<file path="src/rtl/router_fifo.sv">
// router_fifo: per-port output buffer of the 1x3 router.
// Stores bytes from the register stage together with a header-marker bit.
// Tracks the remaining bytes of the packet being read so data_out returns
// to zero once a packet has drained. Reports full/empty to the FSM and
// to the synchronizer.
module router_fifo #(
   parameter int DEPTH = 16,
   parameter int WIDTH = 8
) (
   input  logic             clock,
   input  logic             resetn,
   input  logic             soft_reset,
   input  logic             write_enb,
   input  logic             read_enb,
   input  logic             lfd_state,
   input  logic [WIDTH-1:0] data_in,
   output logic [WIDTH-1:0] data_out,
   output logic             full,
   output logic             empty
);

   localparam int AW = $clog2(DEPTH);
   localparam int CW = WIDTH - 1;        // packet counter width (7 for bytes)
   localparam int LW = WIDTH - 2;        // header length field data[WIDTH-1:2]

   logic [WIDTH:0]  mem [DEPTH];
   logic [AW:0]     wr_ptr;
   logic [AW:0]     rd_ptr;
   logic [AW-1:0]   wr_idx;
   logic [AW-1:0]   rd_idx;
   logic            lfd_q;
   logic [CW-1:0]   count;
   logic            do_write;
   logic            do_read;
   logic            flush;
   logic [WIDTH:0]  rd_word;
   logic [LW-1:0]   hdr_len;

   assign wr_idx  = wr_ptr[AW-1:0];
   assign rd_idx  = rd_ptr[AW-1:0];
   assign empty   = (wr_ptr == rd_ptr);
   assign full    = (wr_idx == rd_idx) && (wr_ptr[AW] != rd_ptr[AW]);
   assign flush   = !resetn || soft_reset;
   // A full FIFO drops the write even when a read frees a slot that cycle.
   assign do_write = write_enb && !full;
   // An empty FIFO never reads through the word being written.
   assign do_read  = read_enb && !empty;
   assign rd_word  = mem[rd_idx];
   assign hdr_len  = rd_word[WIDTH-1:2];

   // Storage array: cleared on any flush, otherwise takes accepted writes.
   always_ff @(posedge clock) begin
      if (flush) begin
         for (int i = 0; i < DEPTH; i++) begin
            mem[i] <= '0;
         end
      end else if (do_write) begin
         mem[wr_idx] <= {lfd_q, data_in};
      end
   end

   // Pointers and header-marker delay; lfd_q lines up with the header byte.
   // The register stage presents that byte one clock after lfd_state.
   always_ff @(posedge clock) begin
      if (flush) begin
         wr_ptr <= '0;
         rd_ptr <= '0;
         lfd_q  <= 1'b0;
      end else begin
         lfd_q <= lfd_state;
         if (do_write) begin
            wr_ptr <= wr_ptr + 1'b1;
         end
         if (do_read) begin
            rd_ptr <= rd_ptr + 1'b1;
         end
      end
   end

   // Read data and packet counter; data_out idles at zero between packets.
   always_ff @(posedge clock) begin
      if (flush) begin
         data_out <= '0;
         count    <= '0;
      end else if (do_read) begin
         data_out <= rd_word[WIDTH-1:0];
         if (rd_word[WIDTH]) begin
            // Header: remaining bytes are the payload plus the parity byte.
            count <= CW'(hdr_len) + 1'b1;
         end else if (count != '0) begin
            count <= count - 1'b1;
         end
      end else if (count == '0) begin
         data_out <= '0;
      end
   end

endmodule

</file>
<file path="config.mk">
export PLATFORM = sky130hd
export DESIGN_NAME = router_fifo
export DESIGN_NICKNAME = d
export VERILOG_FILES = /design/src/rtl/router_fifo.sv
export SDC_FILE = /design/constraint.sdc
export NUM_CORES = 1
export LEC_CHECK = 0
export CAP_MARGIN = 20
export CORE_MARGIN = 1
export CORE_UTILIZATION = 30
export CTS_BUF_LIST = sky130_fd_sc_hd__clkbuf_4 sky130_fd_sc_hd__clkbuf_8
export DETAILED_ROUTE_END_ITERATION = 16
export HOLD_SLACK_MARGIN = 0.03
export PLACE_DENSITY_LB_ADDON = 0.12
export SYNTH_ARGS = -nofsm -noshare
export SYNTH_HDL_FRONTEND = slang
export SYNTH_SLANG_ARGS = --single-unit
export TNS_END_PERCENT = 1
</file>
<file path="constraint.sdc">
create_clock -name clock -period 3.5 [get_ports clock]
set_clock_uncertainty 0.15 [all_clocks]
set_input_delay 0.7 -clock clock [delete_from_list [all_inputs] [get_ports clock]]
set_output_delay 0.7 -clock clock [all_outputs]
set_load 0.1 [all_outputs]
</file>
# After elaboration in Yosys (flattened, before gate mapping)
# Memory sizes are Yosys's and may differ from the RTL's. A register that Yosys moved wholly into a read port is not among the register bits.
# Index checks and enable logic that the tools add are counted.
# totals
reg_bits	26
latchBits	0
ramBits	144
rom_bits	0
inputBits	14
elab_cells	40
n_memories	1
# classes
n_addsub	4
multipliers	0
n_div	0
order_cmp	0
eq_ne	3
n_shift	0
muxes	14
bitwise_logic	0
n_reduce_logical	13
# mem_list
name	words	width	rd	rd_ports_with_merged_regs	wr	line_no	text
mem	16	9	1	1	16	26	logic [WIDTH:0] mem [DEPTH];
# ops
operator	n
$mux 8	2
$mux 7	2
$mux 4	3
$add 5x1->5 const B	2
$mux 9	1
$reduce_or 9->1	1
$add 6x1->7 const B	1
$logic_not 7->1	1
$reduce_bool 7->1	1
$sub 7x1->7 const B	1
$mux 1	6
$eq 5x5->1	1
$eq 4x4->1	1
$reduce_bool 2->1	2
$logic_and 1x1->1	3
$logic_not 1->1	3
$reduce_and 2->1	1
$logic_or 1x1->1	1
$ne 1x1->1	1

# Depth between registers and ports, before layout
# Gate-level depths: netlist of the first run.
# logic_depth
ltp_word	9
mapped_depth	12

# Worst setup path after synthesis of the first run
# No wires, ideal clock.
# synth_timing
path_type	reg-to-reg
startpoint	reg wr_ptr[3]
endpoint	mem mem[0][0] (netlist name) (enable)
setup_time_ns	0.311
t_arrival_ns	3.005
setup_slack_ns	0.033
stages_incl_launch_ff	10
n_path_buf	2
path_cell_list	dfxtp_1 buf_2 xnor2_1 nand4_1 nor2b_1 nor2b_1 buf_2 nand3_1 nor3_1 nand2b_1
# synth_rtl
element	line_no	text
start: declaration	27	logic [AW:0] wr_ptr;
start signal: assignment	72	wr_ptr <= wr_ptr + 1'b1;
end: declaration	26	

==> impl_results.md, run 1 <==
* Slew HR at 0.476
* Share of cells above drive strength 1 at 0.197
* Avg Inst Size Synth at between 10 and 15 um^2
* CP Capture Type: flop
* Multi-input gate area at about 2900 um^2
* Num CTS Buffers at 17
* Combinational power share at 0.061
* Syn_nets at 596
* Hold_sp: data_out[5]
* NetSw at around 1000 uW
* Post-synth EDFFs at between 100 and 150
* Area Overhead vs Synth at 14.8%
* Initial DRC count at 406
* Slowest cell on the critical path: dfxtp_2
* Starting Density at 0.307
* Main synth FF type: edfxtp_1
* Clock network power share at 0.361
* Core area at ~26000 um^2
* # fillers at roughly 2.5k
* VDD IR max at just under 0.0002 V
* Nets at 644
* First-pass GRT wire length at 31100 um
* Bufs on Longest Clock Path at 2
* Number of hold buffers added after CTS at 0
* Vias per Instance at 4.74
* Antenna viol nets, final at 0
* Worst-path maximum fanout at 20
* Startpoint types: flop
* Max H-tree Level at 4
* Seq/Total Area, Yosys at 0.617
* CP delay by family, top: flip-flops
* Critical path class: reg2reg
* Worst Path Required at around 3.7 ns
* Post-synthesis cell count at roughly 580
* Vias in the first global route at 4881
* Max Clock Freq at between 300 and 400 MHz
* I/O pin cnt at 24
* Leading area contributor after synthesis: edfxtp_1
* Max_cap viols at 0
* Yosys Warn Count at 0
* Pwr Density at about 440 nW/um^2
* Mapped cell area at approximately 8000 um^2
* Die height at about 170 um
* Hold crit path type: reg2reg
* DRC violations left at 0
* Post-CTS sizing at 0
* Outcome: complete, no violations
* Cell row count at between 50 and 60
* Post-synth top area share at 0.541
* Sequential power share at 0.578
* Grt ovf at 0
* Cell-internal power at 3.05 mW
* Switch share at 0.244
* Via Count at between 4k and 5k
* Total track usage at 0.164
* Fin crit period at a little over 3 ns
* CP arrival at between 3 and 4 ns
* Gpl congestion at between 0.7 and 0.8
* Largest stage delay, worst path at 0.78 ns
* #FFs+latches synth at around 170
* Cell Chain, Critical Path: mux4_2 -> nor2b_1 -> a211oi_1 -> a21oi_1 -> ha_1 -> and2_4 -> or3b_1 -> a31oi_1
* Reg clk slew, reported paths at about 0.10 ns
* Clk root buf: clkbuf_8
* Postcts setup bufs at 0
* Drt wl/cell at between 20 and 25 um
* WL final at around 21000 um
* Largest net degree at the start of global routing at 23
* Endpoints failing hold at 0
* Sequential cell area at between 4000 and 5000 um^2
* Die area at about 27000 um^2
* Async SR Flop Fraction at 0
* Synth area leaders: edfxtp_1 (54%), mux4_2 (12%), and2_1 (11%)
* P_leak at around 3.3 nW
* Fin. max-slew vios at 0
* DIE WIDTH at roughly 170 um
* Final setup fails at 0
* Period utilisation layout at 0.879
* RSZ-0062 raised after global routing: no
* Worst-margin pin slew at approximately 0.78 ns
* CTS tree: yes
* Total power at approximately 4 mW
* DP Wirelength at 14400 um
* Setup TNS at 0 ns
* Count leader, synth: and2_1
* IO Port Bufs at 23
* Initial antenna violation count at 0
* Clock Latency Late Sink at 0.46 ns
* Clock sink total at ~170
* Post-synthesis cell type count at 36
* Most instantiated cells after synthesis: and2_1 (145), edfxtp_1 (144), mux4_2 (41), nor2_1 (34), dfxtp_1 (30)
* Crit path buffers/inverters at 0
* DRT Pass-1 Iters at 4
[routing by layer]
metal  global-route usage  share of wire  up-vias
met4               0.0388         0.0082        0
li1                     -              -     2188
met3               0.0247          0.021        8
met2                0.284           0.50       60
met5                    0              0        -
met1                0.216           0.47     2356
[flip-flops by register name (all words and copies together), names as in the netlist, named ones only]
| signal | cells |
|---|---|
| mem | 144 |
| count | 7 |
| lfd_q | 1 |
| data_out | 8 |
| wr_ptr | 5 |
| rd_ptr | 5 |
[worst paths after layout]
| kind | slack, ns | end | cells after the start |
|---|---|---|---|
| setup / recovery | 0.42 | count[2] | 8 |
| hold / removal | 0.33 | data_out[5] | 2 |
| setup reg to reg | 0.42 | count[2] | 8 |
| hold reg to reg | 0.33 | data_out[5] | 2 |
[tightest hold or removal path, stage by stage (launching register included)]
cell	delay [ns]
dfxtp_1	0.33
nand3_1	0.06
a21oi_1	0.05
[power by group through the flow]
stage	registers (mW)	clock network (mW)	logic [mW]
after CTS	2.34	1.49	0.255
after global placement	2.38	0	0.252
final	2.33	1.46	0.248
after detailed placement	2.38	0	0.254
after floorplan	2.37	0	0.140
after global routing	2.34	1.57	0.268
[cells by family after synthesis]
kind of cell | synth area share
buffers and inverters | 0.0230
AO/OA/AOI/OAI | 0.0326
multiplexers | 0.124
AND/OR/NAND/NOR | 0.175
flip-flops | 0.617
XOR/XNOR | 0.0175
adder cells (fa/ha/maj) | 0.0110
[cell usage in the layout (no fill, tap or decap), types with 3 or more instances in the layout]
| master | n |
|---|---|
| nand2_1 | 19 |
| nor2_1 | 34 |
| nand4_1 | 6 |
| xor2_1 | 10 |
| o21ai_1 | 3 |
| edfxtp_1 | 144 |
| inv_6 | 5 |
| a21oi_1 | 17 |
| nand3_1 | 13 |
| clkinvlp_4 | 3 |
| buf_4 | 47 |
| nor2b_1 | 7 |
| xnor2_1 | 6 |
| and2_1 | 145 |
| nand2b_1 | 8 |
| nor3_1 | 4 |
| dfxtp_1 | 28 |
| ha_1 | 7 |
| inv_1 | 6 |
| mux4_2 | 41 |
| o21ai_0 | 15 |
| clkdlybuf4s50_1 | 13 |
| mux2i_1 | 7 |
| clkbuf_8 | 17 |
| a221oi_1 | 3 |
[layout make-up]
type | count | share of cell area
clock buffer | 18 | 0.0263
inverter | 6 | 0.00246
timing repair buffer | 62 | 0.0570
tap | 335 | 0.0457
sequential | 174 | 0.537
clock inverter | 14 | 0.0169
antenna | 1 | 0.000273
multi-input combinational | 362 | 0.314
[metrics by stage]
stage               std cells  hold WS [ns]   util  setup slack (ns)  cell area, um^2
global route              971         0.346  0.352             0.252             9170
floorplan                 575         0.295      -            0.0333             7990
finish                    972         0.331  0.352             0.425             9170
global placement          939         0.312  0.337             0.406             8770
CTS                       971         0.328  0.352             0.342             9170
detailed placement        939         0.314  0.337             0.379             8770
Power figures use the tool's default switching activity.
==> inputs of run 2 (changes only) <==
--- a/config.mk
+++ b/config.mk
@@ -5,13 +5,15 @@
 export SDC_FILE = /design/constraint.sdc
 export NUM_CORES = 1
 export LEC_CHECK = 0
+export ABC_AREA = 1
 export CAP_MARGIN = 20
 export CORE_MARGIN = 1
-export CORE_UTILIZATION = 30
+export CORE_UTILIZATION = 45
 export CTS_BUF_LIST = sky130_fd_sc_hd__clkbuf_4 sky130_fd_sc_hd__clkbuf_8
 export DETAILED_ROUTE_END_ITERATION = 16
 export HOLD_SLACK_MARGIN = 0.03
 export PLACE_DENSITY_LB_ADDON = 0.12
+export SKIP_CTS_REPAIR_TIMING = 1
 export SYNTH_ARGS = -nofsm -noshare
 export SYNTH_HDL_FRONTEND = slang
 export SYNTH_SLANG_ARGS = --single-unit
==> run 2 against run 1 <==
Against the previous run:
- final area shrank 2.2%
- cell count rose by 17%
- wire length grew 1.8%
- sequential power about the same
- global-route usage increased by 7.7 points
- register-to-register slack better by 0.44 ns
- maximum frequency up 14%
- via count grew 33%
- combinational power increased by 35%
==> impl_results.md, run 2 <==
* Outcome: complete, no violations
* Die area at 18900 um^2 (-31%)
* DIE WIDTH at 137 um (-17%)
* Sequential power share at 0.571 (-0.007)
* Pwr Density at 457 nW/um^2 (+3.6%)
* Period utilisation layout at 0.771 (-0.107)
* Crit path buffers/inverters at 2 (+2)
* Startpoint types: flop
* Antenna viol nets, final at 0 (unchanged)
* #FFs+latches synth at 174 (unchanged)
* WL final at 21300 um (+1.8%)
* Initial DRC count at 426 (+4.9%)
* Switch share at 0.258 (+0.0138)
* VDD IR max at 0.000256 V (+30%)
* Final setup fails at 0 (unchanged)
* Main synth FF type: edfxtp_1
* P_leak at 3.80 nW (+15%)
* Max H-tree Level at 4 (unchanged)
* Combinational power share at 0.082 (+0.021)
* Mapped cell area at 8250 um^2 (+3.3%)
* Clock network power share at 0.347 (-0.014)
* Post-synth EDFFs at 144 (unchanged)
* Bufs on Longest Clock Path at 2 (unchanged)
* Worst Path Required at 2.65 ns (-1.07 ns)
* Largest net degree at the start of global routing at 65 (+180%)
* Register name with the most flops: mem
* Share of cells above drive strength 1 at 0.0964 (-0.100)
* Critical path class: reg2out
* RSZ-0062 raised after global routing: no
* Most instantiated cells after synthesis: nand2_1 (194), nor2_1 (185), edfxtp_1 (144), inv_1 (74), nand3_1 (66)
* CTS tree: yes
* Syn_nets at 911 (+53%)
* Most frequent cells in the layout: nand2_1 (194), nor2_1 (184), edfxtp_1 (144)
* Fin. max-slew vios at 0 (unchanged)
* I/O pin cnt at 24 (unchanged)
* Worst-path maximum fanout at 5 (-75%)
* Grt ovf at 0 (unchanged)
* Seq/Total Area, Yosys at 0.597 (-0.0196)
* Placed cell areas at 8570 um^2 (-2.2%)
* Starting Density at 0.459 (+0.153)
* Total track usage at 0.241 (+0.0765)
* Total power at 4.10 mW (+1.4%)
* Initial antenna violation count at 0 (unchanged)
* Cell row count at 49 (-17%)
* Drt wl/cell at 18.6 um (-13%)
* Commonest non-fill, non-tap cell in the layout: nand2_1
* Diodes inserted at 0 (-1)
* Core area at 18000 um^2 (-31%)
* Synth area leaders: edfxtp_1 (52%), nand2_1 (8.8%), nor2_1 (8.4%)
* CP Capture Type: output pin
* Num CTS Buffers at 17 (unchanged)
* Cell Chain, Critical Path: xor2_1 -> nor2_1 -> nand2_1 -> or2_4 -> inv_1 -> buf_4
* Max_cap viols at 0 (unchanged)
* Leading registers by flop count: mem x144, data_out x8, count x7
* Worst-margin pin slew at 1.00 ns (+0.221 ns)
* Max reg flops at 144 (unchanged)
* Design area at 8970 um^2 (-2.2%)
* Yosys Warn Count at 0 (unchanged)
* Max Clock Freq at 370 MHz (+14%)
* Hold WS at 0.320 ns (-0.0108 ns)
* Hold crit path type: reg2reg
* Clock Latency Late Sink at 0.48 ns (+0.02 ns)
* Area Overhead vs Synth at 8.72%
* Vias in the first global route at 5895 (+21%)
* Slowest cell on the critical path: dfxtp_1
* Slew HR at 0.330 (-0.146)
* Vias per Instance at 5.39 (+14%)
* Leading area contributor after synthesis: edfxtp_1
* DP Wirelength at 14100 um (-1.9%)
* Post-synthesis cell count at 890 (+55%)
* DRC violations left at 0 (unchanged)
* Endpoints failing hold at 0 (unchanged)
* Nets at 921 (+43%)
* Placement-stage worst setup slack at 0.591 ns (+0.212 ns)
* Clk root buf: clkbuf_8
* Post-synth top area share at 0.524 (-0.0172)
* CP arrival at 1.85 ns (-1.45 ns)
* Async SR Flop Fraction at 0 (unchanged)
* Setup ws final at 0.801 ns (+0.376 ns)
* Gpl congestion at 0.878 (+16%)
* Count leader, synth: nand2_1
* Final core utilization at 0.499 (+0.147)
* Reg clk slew, reported paths at 0.09 ns (about the same)
* Largest stage delay, worst path at 0.37 ns (-0.41 ns)
* Setup TNS at 0 ns (unchanged)
* Via Count at 6151 (+33%)
* Clock sink total at 174 (unchanged)
* Die height at 137 um (-17%)
* NetSw at 1.06 mW (+7.1%)
* DRT Pass-1 Iters at 5 (+1)
* Avg Inst Size Synth at 9.27 um^2 (-33%)
* # fillers at 1662 (-34%)
* IO Port Bufs at 23 (unchanged)
* Post-synthesis cell type count at 32 (-11%)
* Fin cells at 1142 (+17%)
* CP delay by family, top: simple AND/OR/NAND/NOR gates
* Fin crit period at 2.70 ns (-0.376 ns)
* Post-placement cell count at 1110 (+18%)
* Cell-internal power at 3.04 mW (-0.47%)
* First-pass GRT wire length at 32400 um (+4.2%)
-- run 2: cell type report --
class,instances,area (um^2),area share
multi-input cells,593,2780,0.310
inverters,82,313,0.0349
clock buffers,17,234,0.0261
clock inverters,15,161,0.0180
well taps,229,287,0.0319
flip-flops and latches,174,4930,0.549
repair buffers,32,273,0.0304
-- run 2: routing by layer --
layer | up-vias | global-route usage | routed length (um)
met2 | 241 | 0.388 | 10200
met4 | 0 | 0.110 | 618
met5 | - | 0 | 0
li1 | 2940 | - | -
met1 | 2931 | 0.320 | 8900
met3 | 39 | 0.0364 | 1550
-- run 2: cells by family (layout without fill, tap and decap cells) --
group | count (synthesis) | in the layout | synth area share
adder cells (fa/ha/maj) | 7 | 7 | 0.0106
AO/OA/AOI/OAI | 100 | 100 | 0.0685
flip-flops | 174 | 174 | 0.597
AND/OR/NAND/NOR | 478 | 478 | 0.249
XOR/XNOR | 8 | 8 | 0.00849
buffers and inverters | 123 | 146 | 0.0669
-- run 2: worst paths after layout --
| kind | slack, ns | end | start | cells past startpoint |
|---|---|---|---|---|
| max reg2reg | 0.86 | count[4] | flop | 12 |
| max | 0.80 | full | wr_ptr[2] | 6 |
| min reg2reg | 0.32 | rd_ptr[4] | rd_ptr[4] | 1 |
| min | 0.32 | rd_ptr[4] | rd_ptr[4] | 1 |
-- run 2: worst register-to-register path, cell delays in order, from the launching register on --
cell	delay (ns)
dfxtp_2	0.63
inv_4	0.36
nand2_1	0.19
nand3_1	0.13
nand3_1	0.15
nand3_1	0.08
nand2_1	0.20
ha_1	0.19
inv_1	0.07
o21ai_0	0.19
nand3_1	0.11
nand2_1	0.07
inv_1	0.03
-- run 2: power groups by stage --
stage               clock, mW  combinational [mW]  sequential (mW)
finish                   1.42               0.335             2.34
floorplan                   0               0.224             2.38
global placement            0               0.329             2.38
detailed placement          0               0.333             2.39
CTS                      1.44               0.335             2.34
global route             1.51               0.369             2.35
==> inputs of run 3 (changes only) <==
==> constraint.sdc (replaced) <==
create_clock -name clock -period 2.78 [get_ports clock]
set_clock_uncertainty 0.15 [all_clocks]
set_input_delay 0.556 -clock clock [delete_from_list [all_inputs] [get_ports clock]]
set_output_delay 0.556 -clock clock [all_outputs]
set_load 0.1 [all_outputs]
==> run 3 against run 2 <==
Against the previous run:
- final area grew 3.0%
- power increased by 27%
- utilization up 1.5 points
- via count rose by 0.75%
- die area unchanged
- first-iteration DRC count rose by 28%
- combinational power rose by 34%
- largest cell class unchanged
==> impl_results.md, run 3 (synthesis gave the netlist of run 2 again) <==
* Max_cap viols at 0 (unchanged)
* Most frequent cells in the layout: nand2_1 (194), nor2_1 (184), edfxtp_1 (144)
* Largest net degree at the start of global routing at 50 (-23%)
* Post-placement cell count at 1138 (+2.5%)
* Clock Latency Late Sink at 0.46 ns (-0.02 ns)
* # fillers at 1695 (+2.0%)
* Switch share at 0.244 (-0.0139)
* Starting Density at 0.459 (unchanged)
* Clk root buf: clkbuf_8
* Startpoint types: flop
* Clock sink total at 174 (unchanged)
* DRT met1 WL at 9530 um (+7.0%)
* Placement-stage worst setup slack at 0.114 ns (-0.477 ns)
* Initial antenna violation count at 0 (unchanged)
* Period utilisation layout at 0.903
* Grt ovf at 0 (unchanged)
* Num CTS Buffers at 17 (unchanged)
* Total track usage at 0.244 (+0.00288)
* Max H-tree Level at 4 (unchanged)
* Antenna viol nets, final at 0 (unchanged)
* Fin. max-slew vios at 0 (unchanged)
* Vias in the first global route at 5906 (+0.19%)
* Design area at 9240 um^2 (+3.0%)
* Setup ws final at 0.269 ns (-0.531 ns)
* Register name with the most flops: mem
* Multi-input gate area at 2780 um^2 (unchanged)
* P_leak at 3.96 nW (+4.3%)
* DRC violations left at 0 (unchanged)
* WL final at 21700 um (+1.9%)
* Area Overhead vs Synth at 12.0%
* Initial DRC count at 544 (+28%)
* Reg clk slew, reported paths at 0.09 ns (about the same)
* Sequential cell area at 4930 um^2 (unchanged)
* Worst-margin pin slew at 0.869 ns (-0.135 ns)
* DP Wirelength at 14700 um (+3.8%)
* Via Count at 6197 (+0.75%)
* VDD IR max at 0.000283 V (+11%)
* Placed cell areas at 8830 um^2 (+3.0%)
* I/O pin cnt at 24 (unchanged)
* Critical path class: reg2out
* CTS tree: yes
* Leading registers by flop count: mem x144, data_out x8, count x7
* Sequential power share at 0.567 (-0.004)
* Commonest non-fill, non-tap cell in the layout: nand2_1
* First-pass GRT wire length at 33200 um (+2.4%)
* Die height at 137 um (unchanged)
* Worst Path Required at 2.07 ns (-0.58 ns)
* Share of cells above drive strength 1 at 0.125 (+0.0290)
* Fin crit period at between 2 and 3 ns
* Nets at 949 (+3.0%)
* Endpoints failing hold at 0 (unchanged)
* Bufs on Longest Clock Path at 2 (unchanged)
* Drt wl/cell at 18.6 um (-0.51%)
* Cell-internal power at 3.93 mW (+29%)
* Max reg flops at 144 (unchanged)
* Cell row count at 49 (unchanged)
* Fin cells at 1170 (+2.5%)
* CP arrival at 1.80 ns (-0.05 ns)
* Final setup fails at 0 (unchanged)
* Total power at 5.19 mW (+27%)
* Max Clock Freq at between 300 and 400 MHz
* DIE WIDTH at 137 um (unchanged)
* IO Port Bufs at 23 (unchanged)
* Hold crit path type: reg2reg
* Gpl congestion at 0.857 (-2.3%)
* Die area at 18900 um^2 (unchanged)
* RSZ-0062 raised after global routing: no
* Met2 Wirelength at 10100 um (-1.7%)
* NetSw at 1.27 mW (+20%)
* Routed wl met3 at 1540 um (-0.32%)
* Slew HR at 0.420 (+0.0901)
* DRT Pass-1 Iters at 5 (unchanged)
* Pwr Density at 562 nW/um^2 (+23%)
* Worst-path maximum fanout at 4 (-1)
* Vias per Instance at 5.30 (-1.7%)
* Core area at 18000 um^2 (unchanged)
* Outcome: complete, no violations
* Combinational power share at 0.086 (+0.004)
* Diodes inserted at 0 (unchanged)
* CP Capture Type: output pin
* Clock network power share at 0.347 (about the same)
* Setup TNS at 0 ns (unchanged)
* Uppermost routed layer: met4
run 3: changes by cell type in the layout (fill, tap and decap cells not counted), sizes merged:
cell / previous run / this run
clkbuf: 17 / 23
buf: 19 / 47
clkinvlp: 1 / 0
inv: 86 / 84
clkinv: 8 / 5
run 3: path summary, 6_finish.rpt:
| kind | startpoint | cells after the start | endpoint | slack (ns) |
|---|---|---|---|---|
| hold reg to reg | data_out[5] | 2 | data_out[5] | 0.32 |
| hold / removal | data_out[5] | 2 | data_out[5] | 0.32 |
| setup reg to reg | flop | 12 | count[4] | 0.40 |
| setup / recovery | rd_ptr[2] | 6 | full | 0.27 |
run 3: critical path, stage by stage (launching register included):
cell and delay (ns):
dfxtp_1 0.36, xor2_1 0.17, nor2_1 0.20, nand2_1 0.09, or2_4 0.25, inv_1 0.10, buf_12 0.18
run 3: area by class of cell:
cell class              count  area share
clock inverters             9      0.0119
repair buffers             60      0.0577
well taps                 229      0.0310
inverters                  82      0.0339
clock buffers              23      0.0316
multi-input cells         593       0.301
flip-flops and latches    174       0.533
run 3: power groups by stage:
stage               logic [mW]  clock network [mW]  registers [mW]
floorplan                0.283                   0            2.99
finish                   0.448                1.80            2.95
global route             0.489                1.92            2.96
global placement         0.439                   0            3.00
CTS                      0.446                1.82            2.95
detailed placement       0.444                   0            3.00
run 3: metrics by stage:
| stage | hold WS (ns) | util |
|---|---|---|
| floorplan | 0.293 | - |
| global route | 0.337 | 0.514 |
| finish | 0.321 | 0.514 |
| CTS | 0.325 | 0.514 |
| detailed placement | 0.311 | 0.492 |
| global placement | 0.301 | 0.492 |
run 3: layer usage:
metal | track usage | up-vias
li1 | - | 2996
met5 | 0 | -
met2 | 0.390 | 239
met1 | 0.332 | 2923
met4 | 0.0861 | 0
met3 | 0.0423 | 39
